### src/rtl/axil_master_arbiter.sv
// Round-robin arbiter that shares one AXI-Lite master port between NUM_REQ requesters.
// Only one single-beat read or write is in flight at a time.
module axil_master_arbiter #(
  parameter int NUM_REQ    = 2,
  parameter int DATA_WIDTH = 32,
  parameter int ADDR_WIDTH = 8,
  parameter int RESP_WIDTH = 3
) (
  input  logic                              s3_axi_aclk,
  input  logic                              s3_axi_areset,
  input  logic [NUM_REQ-1:0]                req_valid,
  input  logic [NUM_REQ-1:0]                req_write,
  input  logic [NUM_REQ*ADDR_WIDTH-1:0]     req_addr,
  input  logic [NUM_REQ*DATA_WIDTH-1:0]     req_wdata,
  input  logic [NUM_REQ*(DATA_WIDTH/8)-1:0] req_wstrb,
  output logic [NUM_REQ-1:0]                req_ready,
  output logic [NUM_REQ-1:0]                rsp_valid,
  output logic [DATA_WIDTH-1:0]             rsp_rdata,
  output logic [RESP_WIDTH-1:0]             rsp_resp,
  output logic [ADDR_WIDTH-1:0]             m_axi_awaddr,
  output logic                              m_axi_awvalid,
  input  logic                              m_axi_awready,
  output logic [DATA_WIDTH-1:0]             m_axi_wdata,
  output logic [DATA_WIDTH/8-1:0]           m_axi_wstrb,
  output logic                              m_axi_wvalid,
  input  logic                              m_axi_wready,
  input  logic [RESP_WIDTH-1:0]             m_axi_bresp,
  input  logic                              m_axi_bvalid,
  output logic                              m_axi_bready,
  output logic [ADDR_WIDTH-1:0]             m_axi_araddr,
  output logic                              m_axi_arvalid,
  input  logic                              m_axi_arready,
  input  logic [DATA_WIDTH-1:0]             m_axi_rdata,
  input  logic [RESP_WIDTH-1:0]             m_axi_rresp,
  input  logic                              m_axi_rvalid,
  output logic                              m_axi_rready
);

  localparam int STRB_WIDTH = DATA_WIDTH / 8;
  localparam int IDX_WIDTH  = (NUM_REQ > 1) ? $clog2(NUM_REQ) : 1;
  localparam logic [IDX_WIDTH-1:0] LAST_RST = IDX_WIDTH'(NUM_REQ - 1);
  localparam logic [NUM_REQ-1:0]   ONE_OH   = {{(NUM_REQ-1){1'b0}}, 1'b1};

  typedef enum logic [2:0] {
    ST_IDLE    = 3'd0,
    ST_WR      = 3'd1,
    ST_WR_RESP = 3'd2,
    ST_RD_ADDR = 3'd3,
    ST_RD_DATA = 3'd4,
    ST_DONE    = 3'd5
  } state_t;

  state_t                  state_q, state_d;
  logic [IDX_WIDTH-1:0]    last_q, last_d;
  logic [ADDR_WIDTH-1:0]   addr_q, addr_d;
  logic [DATA_WIDTH-1:0]   wdata_q, wdata_d;
  logic [STRB_WIDTH-1:0]   wstrb_q, wstrb_d;
  logic                    awvalid_q, awvalid_d;
  logic                    wvalid_q, wvalid_d;
  logic                    arvalid_q, arvalid_d;
  logic                    bready_q, bready_d;
  logic                    rready_q, rready_d;
  logic [NUM_REQ-1:0]      rsp_valid_q, rsp_valid_d;
  logic [DATA_WIDTH-1:0]   rsp_rdata_q, rsp_rdata_d;
  logic [RESP_WIDTH-1:0]   rsp_resp_q, rsp_resp_d;
  logic [NUM_REQ-1:0]      req_ready_s;
  logic [IDX_WIDTH-1:0]    grant_s;
  logic                    found_s;

  // Round-robin pick: first pending requester after the last one granted.
  always_comb begin
    logic [IDX_WIDTH-1:0] idx_v;
    grant_s = last_q;
    found_s = 1'b0;
    for (int i = 1; i <= NUM_REQ; i++) begin
      idx_v = IDX_WIDTH'((int'(last_q) + i) % NUM_REQ);
      if (!found_s && req_valid[idx_v]) begin
        found_s = 1'b1;
        grant_s = idx_v;
      end else begin
        found_s = found_s;
      end
    end
  end

  // Transaction sequencer: next state and next register values.
  always_comb begin
    state_d     = state_q;
    last_d      = last_q;
    addr_d      = addr_q;
    wdata_d     = wdata_q;
    wstrb_d     = wstrb_q;
    awvalid_d   = awvalid_q;
    wvalid_d    = wvalid_q;
    arvalid_d   = arvalid_q;
    rsp_valid_d = '0;
    rsp_rdata_d = rsp_rdata_q;
    rsp_resp_d  = rsp_resp_q;
    req_ready_s = '0;
    case (state_q)
      ST_IDLE: begin
        if (found_s) begin
          req_ready_s = ONE_OH << grant_s;
          last_d      = grant_s;
          addr_d      = req_addr[int'(grant_s)*ADDR_WIDTH +: ADDR_WIDTH];
          wdata_d     = req_wdata[int'(grant_s)*DATA_WIDTH +: DATA_WIDTH];
          wstrb_d     = req_wstrb[int'(grant_s)*STRB_WIDTH +: STRB_WIDTH];
          if (req_write[grant_s]) begin
            state_d   = ST_WR;
            awvalid_d = 1'b1;
            wvalid_d  = 1'b1;
          end else begin
            state_d   = ST_RD_ADDR;
            arvalid_d = 1'b1;
          end
        end else begin
          state_d = ST_IDLE;
        end
      end
      ST_WR: begin
        // AW and W complete independently; leave once neither is still pending.
        if (awvalid_q && m_axi_awready) begin
          awvalid_d = 1'b0;
        end else begin
          awvalid_d = awvalid_q;
        end
        if (wvalid_q && m_axi_wready) begin
          wvalid_d = 1'b0;
        end else begin
          wvalid_d = wvalid_q;
        end
        if ((!awvalid_q || m_axi_awready) && (!wvalid_q || m_axi_wready)) begin
          state_d = ST_WR_RESP;
        end else begin
          state_d = ST_WR;
        end
      end
      ST_WR_RESP: begin
        if (m_axi_bvalid) begin
          rsp_resp_d  = m_axi_bresp;
          rsp_rdata_d = '0;
          rsp_valid_d = ONE_OH << last_q;
          state_d     = ST_DONE;
        end else begin
          state_d = ST_WR_RESP;
        end
      end
      ST_RD_ADDR: begin
        if (m_axi_arready) begin
          arvalid_d = 1'b0;
          state_d   = ST_RD_DATA;
        end else begin
          state_d = ST_RD_ADDR;
        end
      end
      ST_RD_DATA: begin
        if (m_axi_rvalid) begin
          rsp_resp_d  = m_axi_rresp;
          rsp_rdata_d = m_axi_rdata;
          rsp_valid_d = ONE_OH << last_q;
          state_d     = ST_DONE;
        end else begin
          state_d = ST_RD_DATA;
        end
      end
      ST_DONE: begin
        state_d = ST_IDLE;
      end
      default: begin
        state_d   = ST_IDLE;
        awvalid_d = 1'b0;
        wvalid_d  = 1'b0;
        arvalid_d = 1'b0;
      end
    endcase
    bready_d = (state_d == ST_WR_RESP);
    rready_d = (state_d == ST_RD_DATA);
  end

  // State and output registers.
  always_ff @(posedge s3_axi_aclk or posedge s3_axi_areset) begin
    if (s3_axi_areset) begin
      state_q     <= ST_IDLE;
      last_q      <= LAST_RST;
      addr_q      <= '0;
      wdata_q     <= '0;
      wstrb_q     <= '0;
      awvalid_q   <= 1'b0;
      wvalid_q    <= 1'b0;
      arvalid_q   <= 1'b0;
      bready_q    <= 1'b0;
      rready_q    <= 1'b0;
      rsp_valid_q <= '0;
      rsp_rdata_q <= '0;
      rsp_resp_q  <= '0;
    end else begin
      state_q     <= state_d;
      last_q      <= last_d;
      addr_q      <= addr_d;
      wdata_q     <= wdata_d;
      wstrb_q     <= wstrb_d;
      awvalid_q   <= awvalid_d;
      wvalid_q    <= wvalid_d;
      arvalid_q   <= arvalid_d;
      bready_q    <= bready_d;
      rready_q    <= rready_d;
      rsp_valid_q <= rsp_valid_d;
      rsp_rdata_q <= rsp_rdata_d;
      rsp_resp_q  <= rsp_resp_d;
    end
  end

  assign req_ready     = req_ready_s;
  assign rsp_valid     = rsp_valid_q;
  assign rsp_rdata     = rsp_rdata_q;
  assign rsp_resp      = rsp_resp_q;
  assign m_axi_awaddr  = addr_q;
  assign m_axi_awvalid = awvalid_q;
  assign m_axi_wdata   = wdata_q;
  assign m_axi_wstrb   = wstrb_q;
  assign m_axi_wvalid  = wvalid_q;
  assign m_axi_bready  = bready_q;
  assign m_axi_araddr  = addr_q;
  assign m_axi_arvalid = arvalid_q;
  assign m_axi_rready  = rready_q;

endmodule

### config.mk
export PLATFORM = sky130hd
export DESIGN_NAME = axil_master_arbiter
export DESIGN_NICKNAME = d
export VERILOG_FILES = /design/src/rtl/axil_master_arbiter.sv
export SDC_FILE = /design/constraint.sdc
export NUM_CORES = 1
export LEC_CHECK = 0
export ABC_CLOCK_PERIOD_IN_PS = 5800
export CAP_MARGIN = 25
export CORE_MARGIN = 8
export CORE_UTILIZATION = 41
export CTS_CLUSTER_DIAMETER = 40
export CTS_CLUSTER_SIZE = 16
export DETAILED_ROUTE_END_ITERATION = 8
export HOLD_SLACK_MARGIN = 0.03
export PLACE_DENSITY = 0.95
export SYNTH_ARGS = -nofsm -noshare
export SYNTH_HDL_FRONTEND = slang
export SYNTH_SLANG_ARGS = --single-unit
### constraint.sdc
create_clock -name s3_axi_aclk -period 5.8 [get_ports s3_axi_aclk]
set_input_delay 1.16 -clock s3_axi_aclk [delete_from_list [all_inputs] [get_ports s3_axi_aclk]]
set_output_delay 1.16 -clock s3_axi_aclk [all_outputs]
set_load 0.02 [all_outputs]
Word level (Yosys, flattened, before mapping) --
Cells that the tools add are included.
Cells by class: reduce and logical (&&, ||, !) cells 18, $lt $le $gt $ge 3, equal/unequal tests 15, $add $sub $neg 2, bitwise operators 2, mux-type cells 38, shift operators 5
Operator list (count):
- 32-bit two-way mux | 2
- 32-bit case mux with 2 select lines | 1
- 64-bit by 7-bit variable part select with 32-bit output | 1
- 1-bit two-way mux | 18
- 2-bit != test (second input constant) | 8
- 16-bit by 5-bit variable part select with 8-bit output | 1
- 3-bit two-way mux | 5
- 3-bit case mux with 5 select lines | 1
- 2-bit two-way mux | 6
- 4-bit AND reduction | 3
- 3-bit by 2-bit equality test with 1-bit output (second input constant) | 3
- 3-bit equality test (second input constant) | 3
- 1-bit case mux with 3 select lines | 3
- 4-bit OR reduction | 2
- 8-bit by 4-bit variable part select with 4-bit output | 1
- 1-bit by 2-bit less-than comparator with 1-bit output (second input constant) | 3
- 3-bit case mux with 2 select lines | 1
- 1-bit logical AND | 4
- 2-bit case mux with 2 select lines | 1
- 1-bit by 1-bit left shift with 2-bit output (first input constant) | 2
- 3-bit by 1-bit equality test with 1-bit output (second input constant) | 1
- 1-bit zero test | 3
- 3-bit zero test | 1
- 3-bit AND reduction | 1
- other kinds (5) | 8
Word-level totals: register bits after elaboration 90, bits of input ports 137, output and inout port bits 96, word-level logic and storage cells 96

Depth between registers and ports, before layout --
Gate-level depths: netlist of the first run.
depth after elaboration 13, gate-level depth with buffers 7, depth with buffers taken out 4

Worst setup path after synthesis of the first run --
OpenSTA, ideal clock, no wires.
kind input port to output port, start point input req_valid[1], end point output req_ready[1], buffers on the path 2, setup slack 2.596 ns, stages on the path 5, data arrival time 2.044 ns, required time 4.640 ns, cell sequence nor2_1 or4_1 buf_2 buf_6 nor2_4
On the way: word-level cells in the longest chain between the ends 9, elaborated cells between the ends (all ways) 13, classes of those cells 1 x shift; 10 x mux; 2 x reduce/logical
Ends and longest elaborated chain:
- from (decl) | RTL line 11 | input logic [NUM_REQ-1:0] req_valid,
- 1-bit two-way mux (implied by the code) (2 in series) | RTL line 77 | if (!found_s && req_valid[idx_v]) begin
- 1-bit two-way mux | RTL line 77
- 1-bit zero test | RTL line 77
- 1-bit logical AND | RTL line 77
- 1-bit two-way mux | RTL line 77
- 1-bit by 1-bit left shift with 2-bit output | RTL line 103 | req_ready_s = ONE_OH << grant_s;
- 2-bit two-way mux * | RTL line 102 | if (found_s) begin
- 2-bit two-way mux * | RTL line 100 | case (state_q)
- to (decl) | RTL line 16 | output logic [NUM_REQ-1:0] req_ready,
Mark *: on every way between the ends. The rest lies on a longest branch, timed or not. The select of a mux whose other input is x is not followed.

Final worst setup path of the first run --
Same ends and word-level chain as after synthesis.

==> results of run 1 <==
-- power breakdown --
part	switching (mW)	total, mW	internal [mW]
Clock	0.218	0.429	0.211
Combinational	0.903	1.75	0.847
Sequential	0.185	1.08	0.898
-- cell type report --
cell class	count	area [sq um]
multi-input cells	218	1500
inverters	2	8.76
flip-flops and latches	90	2250
well taps	129	161
fillers	682	2800
clock inverters	6	66.3
clock buffers	10	138
repair buffers	236	2350
-- worst reg2reg max path, delay by kind of cell (launching register included) --
kind | cells | cell delay (ns)
DFF | 1 | 0.52
and+or+nand+nor | 3 | 0.61
AOI/OAI and AO/OA | 1 | 0.80
buffers and inverters | 1 | 0.26
-- cells in the final DEF, fill, tap and decap left out --
master	n
a211o_1	1
a21o_1	1
a21oi_1	1
a21oi_4	1
a22o_1	33
a22oi_1	2
and2_1	3
and3b_1	1
buf_4	4
bufinv_16	1
clkbuf_8	10
clkdlybuf4s50_1	232
clkinv_2	2
clkinv_4	1
clkinvlp_4	3
dfrtp_1	89
dfstp_2	1
inv_1	1
mux2i_1	49
nand2_1	50
nand2b_1	1
nand3b_1	1
nand4_1	1
nor2_1	4
nor2_4	1
nor2b_1	6
nor3b_1	2
nor4_1	1
nor4b_1	1
nor4bb_4	1
o21a_1	2
o21ai_0	3
o21ai_1	47
o21ai_4	1
o21ba_2	1
o31a_1	2
or4_2	1
-- how the worst max path moves through the flow --
stage	startpoint	end	slack (ns)	cells after the start
3_3_place_gp	req_valid[1]	req_ready[1]	1.50	5
4_1_cts	req_valid[1]	req_ready[1]	1.46	5
2_1_floorplan	s3_axi_areset	m_axi_araddr[0]$_DFFE_PP0P_	2.31	1
3_5_place_dp	req_valid[1]	req_ready[1]	1.46	5
5_1_grt	req_valid[1]	req_ready[1]	1.44	5
6_report	req_valid[1]	req_ready[1]	1.47	5
-- cell families (layout without fill, tap and decap cells) --
group	after synthesis	count (layout)	share of synthesized area, %
AOI/OAI and AO/OA	95	95	16.1
buffers and inverters	37	254	5.44
DFF	90	90	57.2
muxes	49	49	12.5
and+or+nand+nor	74	74	8.81
-- synthesized netlist by cell type, types with 2 or more instances --
master	count	area, sq um
dfrtp_1	89	2230
nand2_1	50	188
mux2i_1	49	490
o21ai_1	48	240
a22o_1	33	289
buf_2	21	105
buf_4	11	82.6
nor2b_1	6	37.5
nor2_1	4	15.0
and2_1	3	18.8
o21ai_0	3	15.0
a22oi_1	2	15.0
clkbuf_1	2	7.51
inv_1	2	7.51
nor3b_1	2	15.0
o21a_1	2	15.0
o31a_1	2	17.5
-- per-layer routing --
metal	track usage (%)	routed length, um
met1	21.5	4850
met2	32.1	6210
met3	7.87	1330
met4	5.24	177
met5	0	0
-- registers in the layout, indices dropped and copies added (netlist names) --
signal / flops
m_axi_bready: 1
rsp_valid: 2
last_q: 1
m_axi_arvalid: 1
state_q: 3
m_axi_wdata: 32
m_axi_wvalid: 1
m_axi_araddr: 8
rsp_resp: 3
m_axi_awvalid: 1
m_axi_wstrb: 4
m_axi_rready: 1
rsp_rdata: 32
-- through the flow --
step | area (sq um) | cells | hold slack, ns | power (mW)
3_5_place_dp | 6280 | 675 | 0.475 | 2.87
4_1_cts | 6480 | 691 | 0.494 | 3.30
6_report | 6480 | 691 | 0.490 | 3.26
3_3_place_gp | 6280 | 675 | 0.466 | 2.80
2_1_floorplan | 3940 | 345 | 0.481 | 2.07
5_1_grt | 6480 | 691 | 0.502 | 3.47
==> metrics.txt, run 1 <==
Post CTS Setup Buffer Count=0; Routed Wire Length=between 10 and 15 mm; Min-Delay Endpoint=m_axi_wdata[30]$_DFFE_PP0P_; CTS H-tree depth=3; Min Clock Period, post-route=between 4 and 5 ns; TritonCTS clock tree=yes; Setup CP Type=input port to primary output; Remaining DRCs=0; # rows=35; worst setup margin=1.47 ns; worst r2r src=state_q[2]$_DFF_PP0_; RePlAce Congestion=approximately 0.83; startpoint types=input port; FMAX=around 230 MHz; worst min-delay path startpoint=m_axi_wdata[30]$_DFFE_PP0P_; largest net degree at the start of global routing=just over 90; CP peak stage delay=0.62 ns; final hold viol count=0; CP max-delay cell=clkdlybuf4s50_1; Leakage=roughly 2.8 nW; CTS clock-pin slew for the worst setup and hold paths=approximately 0.080 ns; CTS Buffer Depth=2; most used cell along the critical path=clkdlybuf4s50_1; status=complete, no violations; Worst Tran Pin Value=around 1 ns; die area=roughly 13,000 sq um; fin. max-slew vios=0; DP Worst Slack=around 1.5 ns; crit end category=primary output; initial antenna violation count=0; Tot GR Track Use=18.9%; via count=between 3,000 and 4,000; RSZ-0062 raised after global routing=no; hold path depth=2; Post-synth EDFFs=0; final antenna-violating net count=0; Yosys warning count=0; cts bufs inserted=9; per-cell routed wire length=18.2 um; Clock Skew=approximately 0.012 ns; CP Data Arrival Time=between 3 and 4 ns; gr ovfl total=0; die span in y=roughly 110 um; Setup Viol. Count Final=0; Die X=~110 um; #FFs+latches synth=90; fin crit share=around three quarters; post-detail-place hpwl=10.0 mm; io pins=roughly 230; FF-to-FF End=m_axi_rready$_DFF_PP0_; max-cap violation count=0; layout cells sized above 1=under 10%; clock sink total=90; Resized Gates After CTS=0; critical path's top delay family=buffers and inverters; first-pass GRT wire length=19.5 mm; Primary FF master, synth=dfrtp_1; Buf+Inv Stages, Crit Path=2; r2r setup slk=3.54 ns; Area Overhead vs Synth=64.7%; number of global-route vias before repair=approximately 3,600; Util after Layout=around 70%; crit path max fanout=3; mapped cell area=3940 sq um; Max VDD drop=0.263 mV; sequential-to-total area share from yosys stat=between 50% and 60%; Hold-fix buffers, CTS=0; nets@finish=about 690; slew margin rel.=between 30% and 40%; PwrDens=slightly above 500 nW/um^2; ys async rst share=between 90% and 100%; CTS root buf=clkbuf_8; Cells after Synth=between 300 and 400; IO Port Bufs=232; vias per cell=4.98; router iterations before antenna repair=6; R2R cell count=5; syn avg cell area=approximately 11 sq um; Starting Density=between 40% and 50%; Clk Latency, worst-skew pair=around 0.35 ns; Mapped Nets=approximately 480; WP data required=approximately 4.6 ns; Hold Path Class=flop to flop; Ant. Diodes=0; Fin Setup TNS=0 ns; initial DRC count=between 100 and 150; core area=9280 sq um; critical path, cell by cell=clkdlybuf4s50_1 > nor2_1 > or4_2 > nor2_4 > clkdlybuf4s50_1; library cells used by synthesis=33
No activity file was read; power rests on OpenSTA's default activity.
==> inputs of run 2 (changes only) <==
ABC_CLOCK_PERIOD_IN_PS = 4300   (was 5800)
CORE_UTILIZATION = 38   (was 41)
PLACE_DENSITY = 0.91   (was 0.95)
clock period = 4.3 ns   (was 5.8 ns; I/O delays follow)
==> run 2 against run 1 <==
  * Critical path depth did not move
  * Cell count is 1.3% higher
  * Routed wire length is 1.3% lower
  * Critical path type unchanged
  * Non-clock buffer count grew 2
  * Die area grew 6.8%
  * Clock-buffer cell count stayed put
  * Utilization shrank 5.8 points
  * Highest routed layer unchanged
  * Combinational power up 35%
==> metrics.txt, run 2 (synthesized netlist as in run 1, its figures left out) <==
Leakage=2.84 nW (was 2.83 nW); via count=3,421 (was 3,443); RSZ-0062 raised after global routing=no (unchanged); FF-to-FF End=m_axi_wdata[30]$_DFFE_PP0P_ (was m_axi_rready$_DFF_PP0_); Setup Viol. Count Final=0 (unchanged); vias per cell=4.89 (was 4.98); Worst Tran Pin Value=0.796 ns (was 1.02 ns); final antenna-violating net count=0 (unchanged); max-cap violation count=0 (unchanged); R2R cell count=4 (was 5); CP max-delay cell=clkdlybuf4s50_1 (unchanged); Starting Density=38.6% (was 42.4%); initial DRC count=189 (was 141); CTS H-tree depth=3 (unchanged); Routed Wire Length=12.4 mm (was 12.6 mm); layout cells sized above 1=5.14% (was 4.98%); post-detail-place hpwl=9.79 mm (was 10.0 mm); Util after Layout=64.0% (was 69.8%); TritonCTS clock tree=yes (unchanged); router iterations before antenna repair=4 (was 6); status=complete, no violations (unchanged); final hold viol count=0 (unchanged); Hold Path Class=flop to flop (unchanged); per-cell routed wire length=17.7 um (was 18.2 um); worst r2r src=state_q[2]$_DFF_PP0_ (unchanged); first-pass GRT wire length=19.6 mm (was 19.5 mm); Setup CP Type=input port to primary output (unchanged); fin crit share=between 80 and 90%; io pins=233 (unchanged); commonest cells after routing, fill and taps aside=clkdlybuf4s50_1 (232), dfrtp_1 (89), nand2_1 (50) (unchanged); Max VDD drop=0.342 mV (was 0.263 mV); nets@finish=696 (was 694); fin. max-slew vios=0 (unchanged); worst min-delay path startpoint=m_axi_wdata[10]$_DFFE_PP0P_ (was m_axi_wdata[30]$_DFFE_PP0P_); r2r setup slk=2.16 ns (was 3.54 ns); die area=13,900 sq um (was 13,000 sq um); Die X=118 um (was 114 um); gr ovfl total=0 (unchanged); most used cell along the critical path=clkdlybuf4s50_1 (unchanged); Clk Latency, worst-skew pair=0.34 ns (was 0.35 ns); initial antenna violation count=0 (unchanged); largest net degree at the start of global routing=91 (unchanged); Fin Setup TNS=0 ns (unchanged); Clock Skew=0.0107 ns (was 0.0122 ns); slew margin rel.=46.9% (was 32.0%); CTS root buf=clkbuf_8 (unchanged); critical path, cell by cell=clkdlybuf4s50_1 > nor2_1 > or4_2 > nor2_4 > clkdlybuf4s50_1 (unchanged); crit end category=primary output (unchanged); startpoint types=input port (unchanged); Remaining DRCs=0 (unchanged); IO Port Bufs=232 (unchanged); PwrDens=673 nW/um^2 (was 503 nW/um^2); CTS clock-pin slew for the worst setup and hold paths=0.08 ns (about the same); # rows=37 (was 35); clock sink total=90 (unchanged); crit path max fanout=3 (unchanged); WP data required=3.44 ns (was 4.64 ns); Min-Delay Endpoint=m_axi_wdata[10]$_DFFE_PP0P_ (was m_axi_wdata[30]$_DFFE_PP0P_); Hold-fix buffers, CTS=0 (unchanged); CP Data Arrival Time=2.87 ns (was 3.17 ns); CP peak stage delay=0.63 ns (was 0.62 ns); CTS Buffer Depth=2 (unchanged); Tot GR Track Use=17.5% (was 18.9%); core area=10,200 sq um (was 9280 sq um); die span in y=118 um (was 114 um); Min Clock Period, post-route=between 3 and 4 ns; Post CTS Setup Buffer Count=0 (unchanged); number of global-route vias before repair=3,719 (was 3,636); Resized Gates After CTS=0 (unchanged); Filler cells=815 (was 682); hold path depth=2 (unchanged); cts bufs inserted=9 (unchanged); most common cell after layout, fill and taps aside=clkdlybuf4s50_1 (unchanged); Ant. Diodes=0 (unchanged); FMAX=approximately 270 MHz; Area Overhead vs Synth=65.6% (was 64.7%); RePlAce Congestion=0.815 (was 0.829)
[run 2: where the power goes]
| group | internal, mW | leakage, nW | total, mW | switching [mW] |
|---|---|---|---|---|
| clock | 0.270 | 0.0925 | 0.559 | 0.289 |
| combinational | 1.15 | 1.60 | 2.36 | 1.21 |
| sequential | 1.21 | 1.15 | 1.47 | 0.255 |
[run 2: worst max-delay path by stage]
| stage | start | endpoint | cells past startpoint |
|---|---|---|---|
| floorplan | s3_axi_areset | m_axi_araddr[0]$_DFFE_PP0P_ | 1 |
| CTS | req_valid[1] | req_ready[1] | 5 |
| global route | req_valid[1] | req_ready[1] | 5 |
| global placement | req_valid[1] | req_ready[1] | 5 |
| finish | req_valid[1] | req_ready[1] | 5 |
| detailed placement | req_valid[1] | req_ready[1] | 5 |
[run 2: through the flow]
step | area (sq um) | setup WS (ns) | total power [mW] | instances | hold WS [ns]
floorplan | 3940 | 1.11 | 2.80 | 345 | 0.481
global placement | 6300 | 0.638 | 3.79 | 683 | 0.469
detailed placement | 6300 | 0.583 | 3.87 | 683 | 0.475
CTS | 6490 | 0.578 | 4.44 | 699 | 0.496
global route | 6520 | 0.538 | 4.67 | 700 | 0.525
finish | 6520 | 0.574 | 4.39 | 700 | 0.490
[run 2: area by class of cell]
class	count	area [sq um]	share of cell area, %
timing repair buffer	238	2390	36.6
sequential	90	2250	34.6
multi-input combinational	218	1500	23.1
tap	136	170	2.61
clock buffer	10	128	1.96
clock inverter	6	67.6	1.04
inverter	2	8.76	0.134
[run 2: critical path: cells and delay by family]
kind / cells / cell delay, ns
buffers and inverters: 2 / 1.16
AND/OR/NAND/NOR: 3 / 0.84
[run 2: routing by layer]
metal,wire (um),vias up,GRT usage (%)
met5,0,-,0
met3,1050,14,7.05
met4,173,0,5.12
li1,-,1634,-
met2,6130,157,30.3
met1,5040,1616,19.3
==> inputs of run 3 (changes only) <==
RECOVER_POWER = 25   (was unset)
TNS_END_PERCENT = 100   (was unset)
==> run 3 against run 2 <==
  * The run now ends with max-capacitance violations, max-slew violations left
  * Global-route usage unchanged
  * Cell count unchanged
  * Utilization decreased by 0.15 points
  * Sequential cell count is the same
  * Fmax grew 1.6%
  * Clock power is essentially flat
  * Sequential share of layout area up 0.080 points
  * Hold slack about the same
  * Clock skew about the same
  * Routed wire length unchanged
  * Critical path type unchanged
  * Critical endpoint unchanged
==> metrics.txt, run 3 (synthesized netlist as in run 1, its figures left out) <==
status=finished with violations (was complete, no violations); violated checks=max-capacitance violations, max-slew violations; clock sink total=90 (unchanged); post-detail-place hpwl=9.79 mm (unchanged); max-cap violation count=1 (was 0); fin crit share=85.3% (was 86.7%); initial antenna violation count=0 (unchanged); RePlAce Congestion=0.815 (unchanged); CTS clock-pin slew for the worst setup and hold paths=0.08 ns (about the same); RSZ-0062 raised after global routing=no (unchanged); fin. max-slew vios=31 (was 0); Hold Path Class=flop to flop (unchanged); io pins=233 (unchanged); WHS=0.490 ns (about the same); router iterations before antenna repair=4 (unchanged); via count=3,404 (was 3,421); final antenna-violating net count=0 (unchanged); PwrDens=673 nW/um^2 (about the same); CTS root buf=clkbuf_8 (unchanged); Min Clock Period, post-route=3.67 ns (was 3.73 ns); Leakage=2.84 nW (about the same); r2r setup slk=1.90 ns (was 2.16 ns); total power=4.38 mW (was 4.39 mW); cts bufs inserted=9 (unchanged); layout cells sized above 1=4.61% (was 5.14%); FMAX=273 MHz (was 268 MHz); most common cell after layout, fill and taps aside=clkdlybuf4s50_1 (unchanged); Ant. Diodes=0 (unchanged); startpoint types=input port (unchanged); commonest cells after routing, fill and taps aside=clkdlybuf4s50_1 (230), dfrtp_1 (89), nand2_1 (50) (was clkdlybuf4s50_1 (232), dfrtp_1 (89), nand2_1 (50)); CP Data Arrival Time=2.81 ns (was 2.87 ns); Resized Gates After CTS=0 (unchanged); gr ovfl total=0 (unchanged); largest net degree at the start of global routing=91 (unchanged); CP startpoint=req_valid[0] (was req_valid[1]); Hold-fix buffers, CTS=0 (unchanged); design area=6500 sq um (was 6520 sq um); FF/Latch Area=2250 sq um (unchanged); Area Overhead vs Synth=65.2% (was 65.6%); CTS Buffer Depth=2 (unchanged); worst min-delay path startpoint=m_axi_wdata[10]$_DFFE_PP0P_ (unchanged); crit path max fanout=3 (unchanged); initial DRC count=173 (was 189); slew margin rel.=-2.48% (was 46.9%); WP data required=3.44 ns (about the same); Worst Tran Pin Value=1.54 ns (was 0.796 ns); Setup CP Type=input port to primary output (unchanged); IO Port Bufs=232 (unchanged); Remaining DRCs=0 (unchanged); CTS H-tree depth=3 (unchanged); crit end category=primary output (unchanged); Starting Density=38.6% (unchanged); Filler cells=818 (was 815); Clk Latency, worst-skew pair=0.34 ns (about the same); Routed Wire Length=12.4 mm (unchanged); final hold viol count=0 (unchanged); per-cell routed wire length=17.7 um (unchanged); multi-input logic area=1490 sq um (was 1500 sq um); worst r2r src=last_q$_DFFE_PP1P_ (was state_q[2]$_DFF_PP0_); first-pass GRT wire length=19.6 mm (unchanged); Die X=118 um (unchanged); Post CTS Setup Buffer Count=0 (unchanged); Fin Setup TNS=0 ns (unchanged); number of global-route vias before repair=3,719 (unchanged); nets@finish=696 (unchanged); die span in y=118 um (unchanged); TritonCTS clock tree=yes (unchanged); die area=13,900 sq um (unchanged); Max VDD drop=0.341 mV (was 0.342 mV); Setup Viol. Count Final=0 (unchanged); Area after DPL=6300 sq um (unchanged); # rows=37 (unchanged); vias per cell=4.86 (was 4.89); core area=10,200 sq um (unchanged); Clock Skew=0.0107 ns (about the same); Tot GR Track Use=17.5% (unchanged)
==> run 3: cell types whose count changed in the layout (fill, tap and decap cells not counted), sizes merged <==
cell,before,now
clkinv,4,3
buf,6,5
clkinvlp,2,3
clkdlybuf4s50,232,230
dlygate4sd3,0,2
clkbuf,10,11
==> run 3: power breakdown <==
| part | switching [mW] | internal (mW) | leakage (nW) |
|---|---|---|---|
| Clock | 0.290 | 0.270 | 0.0925 |
| Combinational | 1.21 | 1.14 | 1.60 |
| Sequential | 0.253 | 1.21 | 1.15 |
| Total | 1.76 | 2.62 | 2.84 |
==> run 3: final timing paths <==
path                       cells past startpoint                     endpoint
min in group asynchronous                      2     rsp_rdata[6]$_DFFE_PP0P_
max                                            5                 req_ready[1]
min reg2reg                                    2  m_axi_wdata[10]$_DFFE_PP0P_
max reg2reg                                    4  m_axi_wdata[13]$_DFFE_PP0P_
max in group asynchronous                      4  m_axi_wdata[22]$_DFFE_PP0P_
min                                            2  m_axi_wdata[10]$_DFFE_PP0P_
==> run 3: worst max-delay path, cell delays in order <==
cell and delay (ns):
clkdlybuf4s50_1 0.49, nor2_1 0.07, or4_2 0.60, nor2_4 0.14, clkdlybuf4s50_1 0.64
==> run 3: layout make-up <==
type,instances,share of cell area (%)
repair buffers,238,36.6
inverters,2,0.135
well taps,136,2.62
multi-input cells,218,23.0
clock inverters,6,1.04
clock buffers,10,1.96
flip-flops and latches,90,34.6
==> run 3: layer usage <==
layer | global-route usage (%) | up-vias | share of wire, % | wire [um]
met5 | 0 | - | 0 | 0
met4 | 5.12 | 0 | 1.4 | 176
met3 | 7.05 | 14 | 8.4 | 1040
met2 | 30.3 | 156 | 50 | 6150
met1 | 19.3 | 1602 | 41 | 5040
li1 | - | 1632 | - | -
==> run 3: stage by stage <==
step,utilization [%],instances,setup WS (ns)
6_report,63.9,700,0.633
5_1_grt,63.9,700,0.597
4_1_cts,63.7,699,0.578
3_5_place_dp,61.8,683,0.583
3_3_place_gp,61.8,683,0.638
2_1_floorplan,-,345,1.11
